File: src/rtl/parking_gate_ctrl_if.sv
// Request/response link between the gate controller and the occupancy counter.
interface parking_gate_ctrl_if;
  logic enter;
  logic exit;
  logic grant;
  logic full;

  modport master (output enter, output exit, input grant, input full);
  modport slave  (input enter, input exit, output grant, output full);
endinterface

File: src/rtl/parking_gate_ctrl.sv
// Gate-side controller: debounces both lane beams, infers direction, requests
// entry/exit from the occupancy counter and drives the barrier.
module parking_gate_ctrl #(
  parameter int DB_CYCLES = 4,
  parameter int TIMEOUT   = 32,
  parameter int TW        = 6
) (
  input  logic                       CLK,
  input  logic                       RST,
  input  logic                       beam_out,
  input  logic                       beam_in,
  parking_gate_ctrl_if.master        cnt,
  output logic                       barrier_up,
  output logic                       alarm_full,
  output logic                       busy
);

  localparam int CW = $clog2(DB_CYCLES + 1);

  typedef enum logic [3:0] {
    IDLE, REQ_IN, REQ_OUT, REJECT, DENY,
    OPEN_IN, OPEN_OUT, REFUND_IN, REFUND_OUT
  } state_t;

  // Index 0 = outer (street) beam, index 1 = inner (lot) beam.
  logic [1:0]    pin;
  logic [1:0]    sync1_q, sync2_q, stable_q, prev_q, armed_q, vld_q;
  logic [CW-1:0] dbc_q [2];
  logic [1:0]    rise;

  assign pin = {beam_in, beam_out};

  // armed_q keeps a beam held blocked across reset from looking like a fresh
  // arrival: a request edge counts only after a real low sample was observed.
  always_ff @(posedge CLK or posedge RST) begin
    if (RST) begin
      sync1_q  <= '0;
      sync2_q  <= '0;
      stable_q <= '0;
      prev_q   <= '0;
      armed_q  <= '0;
      vld_q    <= '0;
      dbc_q[0] <= '0;
      dbc_q[1] <= '0;
    end else begin
      sync1_q <= pin;
      sync2_q <= sync1_q;
      prev_q  <= stable_q;
      vld_q   <= {vld_q[0], 1'b1};
      for (int i = 0; i < 2; i++) begin
        if (sync2_q[i] != stable_q[i]) begin
          if (dbc_q[i] == CW'(DB_CYCLES - 1)) begin
            stable_q[i] <= sync2_q[i];
            dbc_q[i]    <= '0;
          end else begin
            dbc_q[i] <= dbc_q[i] + CW'(1);
          end
        end else begin
          dbc_q[i] <= '0;
        end
        if (vld_q[1] && !sync2_q[i]) armed_q[i] <= 1'b1;
      end
    end
  end

  assign rise = stable_q & ~prev_q & armed_q;

  state_t        state_q;
  logic          seen_q;
  logic          alarm_q;
  logic [TW-1:0] tmr_q;
  logic          clear;
  logic          far;

  assign clear = ~stable_q[0] & ~stable_q[1];
  // The beam on the far side of the barrier proves the car went through.
  assign far   = (state_q == OPEN_OUT) ? stable_q[0] : stable_q[1];

  always_ff @(posedge CLK or posedge RST) begin
    if (RST) begin
      state_q <= IDLE;
      seen_q  <= 1'b0;
      alarm_q <= 1'b0;
      tmr_q   <= '0;
    end else begin
      case (state_q)
        IDLE: begin
          if (rise[1])      state_q <= REQ_OUT;
          else if (rise[0]) state_q <= REQ_IN;
        end
        REQ_IN: begin
          seen_q <= 1'b0;
          tmr_q  <= '0;
          if (cnt.grant) begin
            state_q <= OPEN_IN;
          end else begin
            state_q <= REJECT;
            alarm_q <= cnt.full;
          end
        end
        REQ_OUT: begin
          seen_q  <= 1'b0;
          tmr_q   <= '0;
          state_q <= cnt.grant ? OPEN_OUT : DENY;
        end
        REJECT: begin
          if (!stable_q[0]) begin
            state_q <= IDLE;
            alarm_q <= 1'b0;
          end
        end
        DENY: begin
          if (!stable_q[1]) state_q <= IDLE;
        end
        OPEN_IN, OPEN_OUT: begin
          if (seen_q && clear) begin
            state_q <= IDLE;
          end else begin
            if (far) seen_q <= 1'b1;
            if (!clear) begin
              tmr_q <= '0;
            end else if (!seen_q) begin
              if (tmr_q == TW'(TIMEOUT - 1))
                state_q <= (state_q == OPEN_IN) ? REFUND_IN : REFUND_OUT;
              if (tmr_q != TW'(TIMEOUT)) tmr_q <= tmr_q + TW'(1);
            end
          end
        end
        REFUND_IN:  state_q <= IDLE;
        REFUND_OUT: state_q <= IDLE;
        default:    state_q <= IDLE;
      endcase
    end
  end

  assign cnt.enter  = (state_q == REQ_IN)  || (state_q == REFUND_OUT);
  assign cnt.exit   = (state_q == REQ_OUT) || (state_q == REFUND_IN);
  assign barrier_up = (state_q == OPEN_IN) || (state_q == OPEN_OUT);
  assign alarm_full = alarm_q;
  assign busy       = (state_q != IDLE);

endmodule

File: src/flat_wrapper.sv
// flat-port wrapper written by rule: the top's interface ports become plain ports
module parking_gate_ctrl_flat 
#(
  parameter int DB_CYCLES = 4,
  parameter int TIMEOUT   = 32,
  parameter int TW        = 6
)
  (CLK, RST, beam_out, beam_in, barrier_up, alarm_full, busy, cnt_enter, cnt_exit, cnt_grant, cnt_full);
  parking_gate_ctrl_if cnt_i ();
  input  logic CLK;
  input  logic RST;
  input  logic beam_out;
  input  logic beam_in;
  output logic barrier_up;
  output logic alarm_full;
  output logic busy;
  output wire logic [$bits(cnt_i.enter)-1:0] cnt_enter;
  output wire logic [$bits(cnt_i.exit)-1:0] cnt_exit;
  input wire logic [$bits(cnt_i.grant)-1:0] cnt_grant;
  input wire logic [$bits(cnt_i.full)-1:0] cnt_full;
  assign cnt_enter = cnt_i.enter;
  assign cnt_exit = cnt_i.exit;
  assign cnt_i.grant = cnt_grant;
  assign cnt_i.full = cnt_full;
  parking_gate_ctrl #(.DB_CYCLES(DB_CYCLES), .TIMEOUT(TIMEOUT), .TW(TW)) u_core (.CLK(CLK), .RST(RST), .beam_out(beam_out), .beam_in(beam_in), .cnt(cnt_i), .barrier_up(barrier_up), .alarm_full(alarm_full), .busy(busy));
endmodule
File: config.mk
export PLATFORM = sky130hd
export DESIGN_NAME = parking_gate_ctrl_flat
export DESIGN_NICKNAME = d
export VERILOG_FILES = /design/src/rtl/parking_gate_ctrl_if.sv /design/src/rtl/parking_gate_ctrl.sv /design/src/flat_wrapper.sv
export SDC_FILE = /design/constraint.sdc
export NUM_CORES = 1
export LEC_CHECK = 0
export CAP_MARGIN = 10
export CORE_MARGIN = 1.5
export CORE_UTILIZATION = 50
export CTS_CLUSTER_SIZE = 12
export DETAILED_ROUTE_END_ITERATION = 10
export GPL_TIMING_DRIVEN = 1
export PLACE_DENSITY = 0.72
export SLEW_MARGIN = 25
export SYNTH_ARGS = -nofsm -noshare
export SYNTH_HDL_FRONTEND = slang
export SYNTH_SLANG_ARGS = --single-unit
File: constraint.sdc
create_clock -name CLK -period 1.8 [get_ports CLK]
set_input_delay 0.27 -clock CLK [delete_from_list [all_inputs] [get_ports CLK]]
set_output_delay 0.27 -clock CLK [all_outputs]
set_load 0.02 [all_outputs]
==> metrics.md <==
| Metric | Value |
|---|---|
| Status | complete, but fails checks |
| Failing checks | DRC, setup timing |
| Synth Cell Area | 1500 um2 |
| CTS Sinks | 30 |
| Final Instance Count excl. Fillers | ~200 |
| Die height | between 50 and 60 um |
| Htree depth | 2 |
| Sequential area share after synthesis | between 50% and 60% |
| MaxCap Viol Count | 0 |
| Final setup TNS | -0.0271 ns |
| Minimum clock period | 1.81 ns |
| Slowest cell on the critical path | or4_4 |
| Number of global-route vias before repair | 1082 |
| Vias | 1127 |
| Worst Skew | 0.0104 ns |
| First-pass GRT wire length | 4.55 mm |
| WL met1 | 1.19 mm |
| Met3 WL | ~160 um |
| Initial antenna violation count | 0 |
| CTS clock-pin slew for the worst setup and hold paths | about 0.10 ns |
| All-layer global routing usage | a little under a fifth |
| Share of cells above drive strength 1 | roughly a quarter |
| Avg Inst Size Synth | 10.5 um2 |
| Largest net degree at the start of global routing | 31 |
| Netlist cell types | 42 |
| Total grt overflow | 0 |
| TritonCTS buffer count | 5 |
| Fin crit share | 101% |
| Post-DP HPWL | 1.93 mm |
| Initial Util | a little over half |
| ANT nets after route | 0 |
| Power Density | ~1700 nW/um2 |
| PortBufs | 10 |
| Die Span X | 57.7 um |
| Root buffer cell | clkbuf_4 |
| R2R setup slack | -0.01 ns |
| CTS tree | yes |
| Startpoint Class | flop |
| Pre-Repair DR Iteration Count | 7 |
| Pleak | 0.788 nW |
| Slew Limit Fails | 0 |
| GPL Wtd Cong | 0.891 |
| Register area | ~750 um2 |
| Mapped Nets | between 150 and 200 |
| Clk Latency, worst-skew pair | 0.33 ns |
| Multi-input combinational cell area | 682 um2 |
| Max Fclk | 551 MHz |
| Most common cell after layout, fill and taps aside | dfrtp_1 |
| R2R cell count | 5 |
| Crit path required time | between 2 and 2.5 ns |
| Post-CTS setup buffer count | 0 |
| Post-synthesis cell count | 142 |
| # IOs | 11 |
| CP endpoint kind | flop |
| Reg-to-Reg End | u_core.state_q[1] |
| Yosys reg bits | 30 |
| Total Wirelength | 2.75 mm |
| Worst r2r src | u_core.state_q[0] |
| Post-route setup slack | -0.0147 ns |
| Most frequent cells in the layout | dfrtp_1, buf_4, o21ai_0, nand2_1 |
| Row count | 19 |
| Worst min path class | in -> async |
| DR WL met2 | 1.34 mm |
| Dpl cells | 190 |
| Synth-to-layout area growth | 16.3% |
| RSZ-0062 raised after global routing | true |
| Wire length per cell | 13.9 um |
| Die area | 3330 um2 |
| Post-synth top flop | dfrtp_1 |
| Final Hold Fails | 0 |
| Post-synth EDFFs | 0 |
| DRC | 6 |
| # setup viols final | 2 |
| WS Path Type | reg -> reg |
| Critical-path cell list | or4_4 > a311oi_2 > a21oi_1 > nand3_2 > mux2_4 |
| Initial drt markers | 40 |
| Filler cell count in the final layout | 236 |
| Yosys warns | 0 |
| Clk buf depth | 2 |
| Core Area | 2810 um2 |
| Final Net Count | roughly 180 |
| Ys async rst share | 100% |
| Worst-path maximum fanout | 4 |
| CP arrival | 2.04 ns |
| Largest stage delay, worst path | 0.54 ns |
| Vias per cell | 5.69 |
| Antenna Cells | 0 |
| Top Layer Used | met4 |
| Peak VDD IR | 0.000740 V |
[per-layer routing]
layer	vias to the layer above	GRT usage, %
met5	-	0
met4	0	11.0
met3	7	8.26
met2	32	29.1
met1	540	21.2
li1	548	-
[sequential cells by signal, indices dropped and copies added (netlist names)]
signal,cells
u_core.dbc_q,6
u_core.sync1_q,2
u_core.stable_q,2
u_core.tmr_q,6
u_core.vld_q,2
u_core.alarm_full,1
u_core.state_q,4
u_core.seen_q,1
u_core.sync2_q,2
u_core.armed_q,2
u_core.prev_q,2
[synthesized netlist by cell type (4+ instances only)]
cell type | count | area [um2]
a21oi_1 | 4 | 20.0
nor2_1 | 9 | 33.8
dfrtp_1 | 30 | 751
buf_6 | 5 | 56.3
nor3b_1 | 5 | 37.5
o21ai_0 | 10 | 50.1
nand2_1 | 9 | 33.8
ha_1 | 4 | 50.1
inv_1 | 8 | 30.0
nand3_1 | 4 | 20.0
nor3_1 | 6 | 30.0
xnor2_1 | 4 | 35.0
[timing repair]
action,CTS,global route
gates resized for setup,14,10
hold buffers,0,0
pin swaps,0,1
setup endpoints to repair,5,11
[critical path, delay by kind of cell, from the launching register on]
family             cells  cell delay [ns]
and+or+nand+nor        2             0.67
muxes                  1             0.32
AOI/OAI and AO/OA      2             0.30
DFF                    1             0.43
[kinds of logic after synthesis]
family / after synthesis / synth area share, %
fa+ha+maj: 4 / 3.34
buf+inv: 14 / 6.10
mux: 5 / 3.68
compound gates: 28 / 12.0
flops: 30 / 50.2
other cells: 1 / 0.251
simple gates: 54 / 20.9
xor+xnor: 6 / 3.51
[stage by stage]
step / setup slack [ns] / area [um2] / hold WS [ns] / power [mW] / utilization (%)
final: -0.0147 / 1740 / 0.300 / 2.88 / 62.0
after global routing: -0.0800 / 1740 / 0.317 / 3.11 / 62.0
after global placement: 0.0408 / 1670 / 0.332 / 2.37 / 59.6
after floorplan: -0.0183 / 1500 / 0.301 / 1.99 / -
after CTS: 0.00116 / 1730 / 0.292 / 2.82 / 61.8
after detailed placement: -0.00192 / 1670 / 0.340 / 2.41 / 59.6
[cell type report]
class	instances	area share, %
Inverter	8	1.73
Multi-Input combinational cell	98	39.2
Sequential cell	30	43.2
Clock buffer	7	3.16
Clock inverter	1	0.288
Tap cell	31	2.23
Timing Repair Buffer	23	10.2
[report_power, final]
part / leakage [nW] / switching [mW] / internal, mW
registers: 0.375 / 0.137 / 0.834
clock network: 0.0353 / 0.227 / 0.189
logic: 0.378 / 0.798 / 0.699
total: 0.788 / 1.16 / 1.72
[worst max-delay path by stage]
stage,slack (ns),endpoint,from
2_1_floorplan,-0.02,u_core.state_q[0],u_core.state_q[1]
3_3_place_gp,0.04,u_core.state_q[0],u_core.state_q[3]
3_5_place_dp,-0.002,u_core.state_q[1],u_core.state_q[0]
4_1_cts,0.001,u_core.state_q[1],u_core.state_q[0]
5_1_grt,-0.08,u_core.state_q[0],u_core.state_q[0]
6_report,-0.01,u_core.state_q[1],u_core.state_q[0]
No activity file was read; power rests on OpenSTA's default activity.
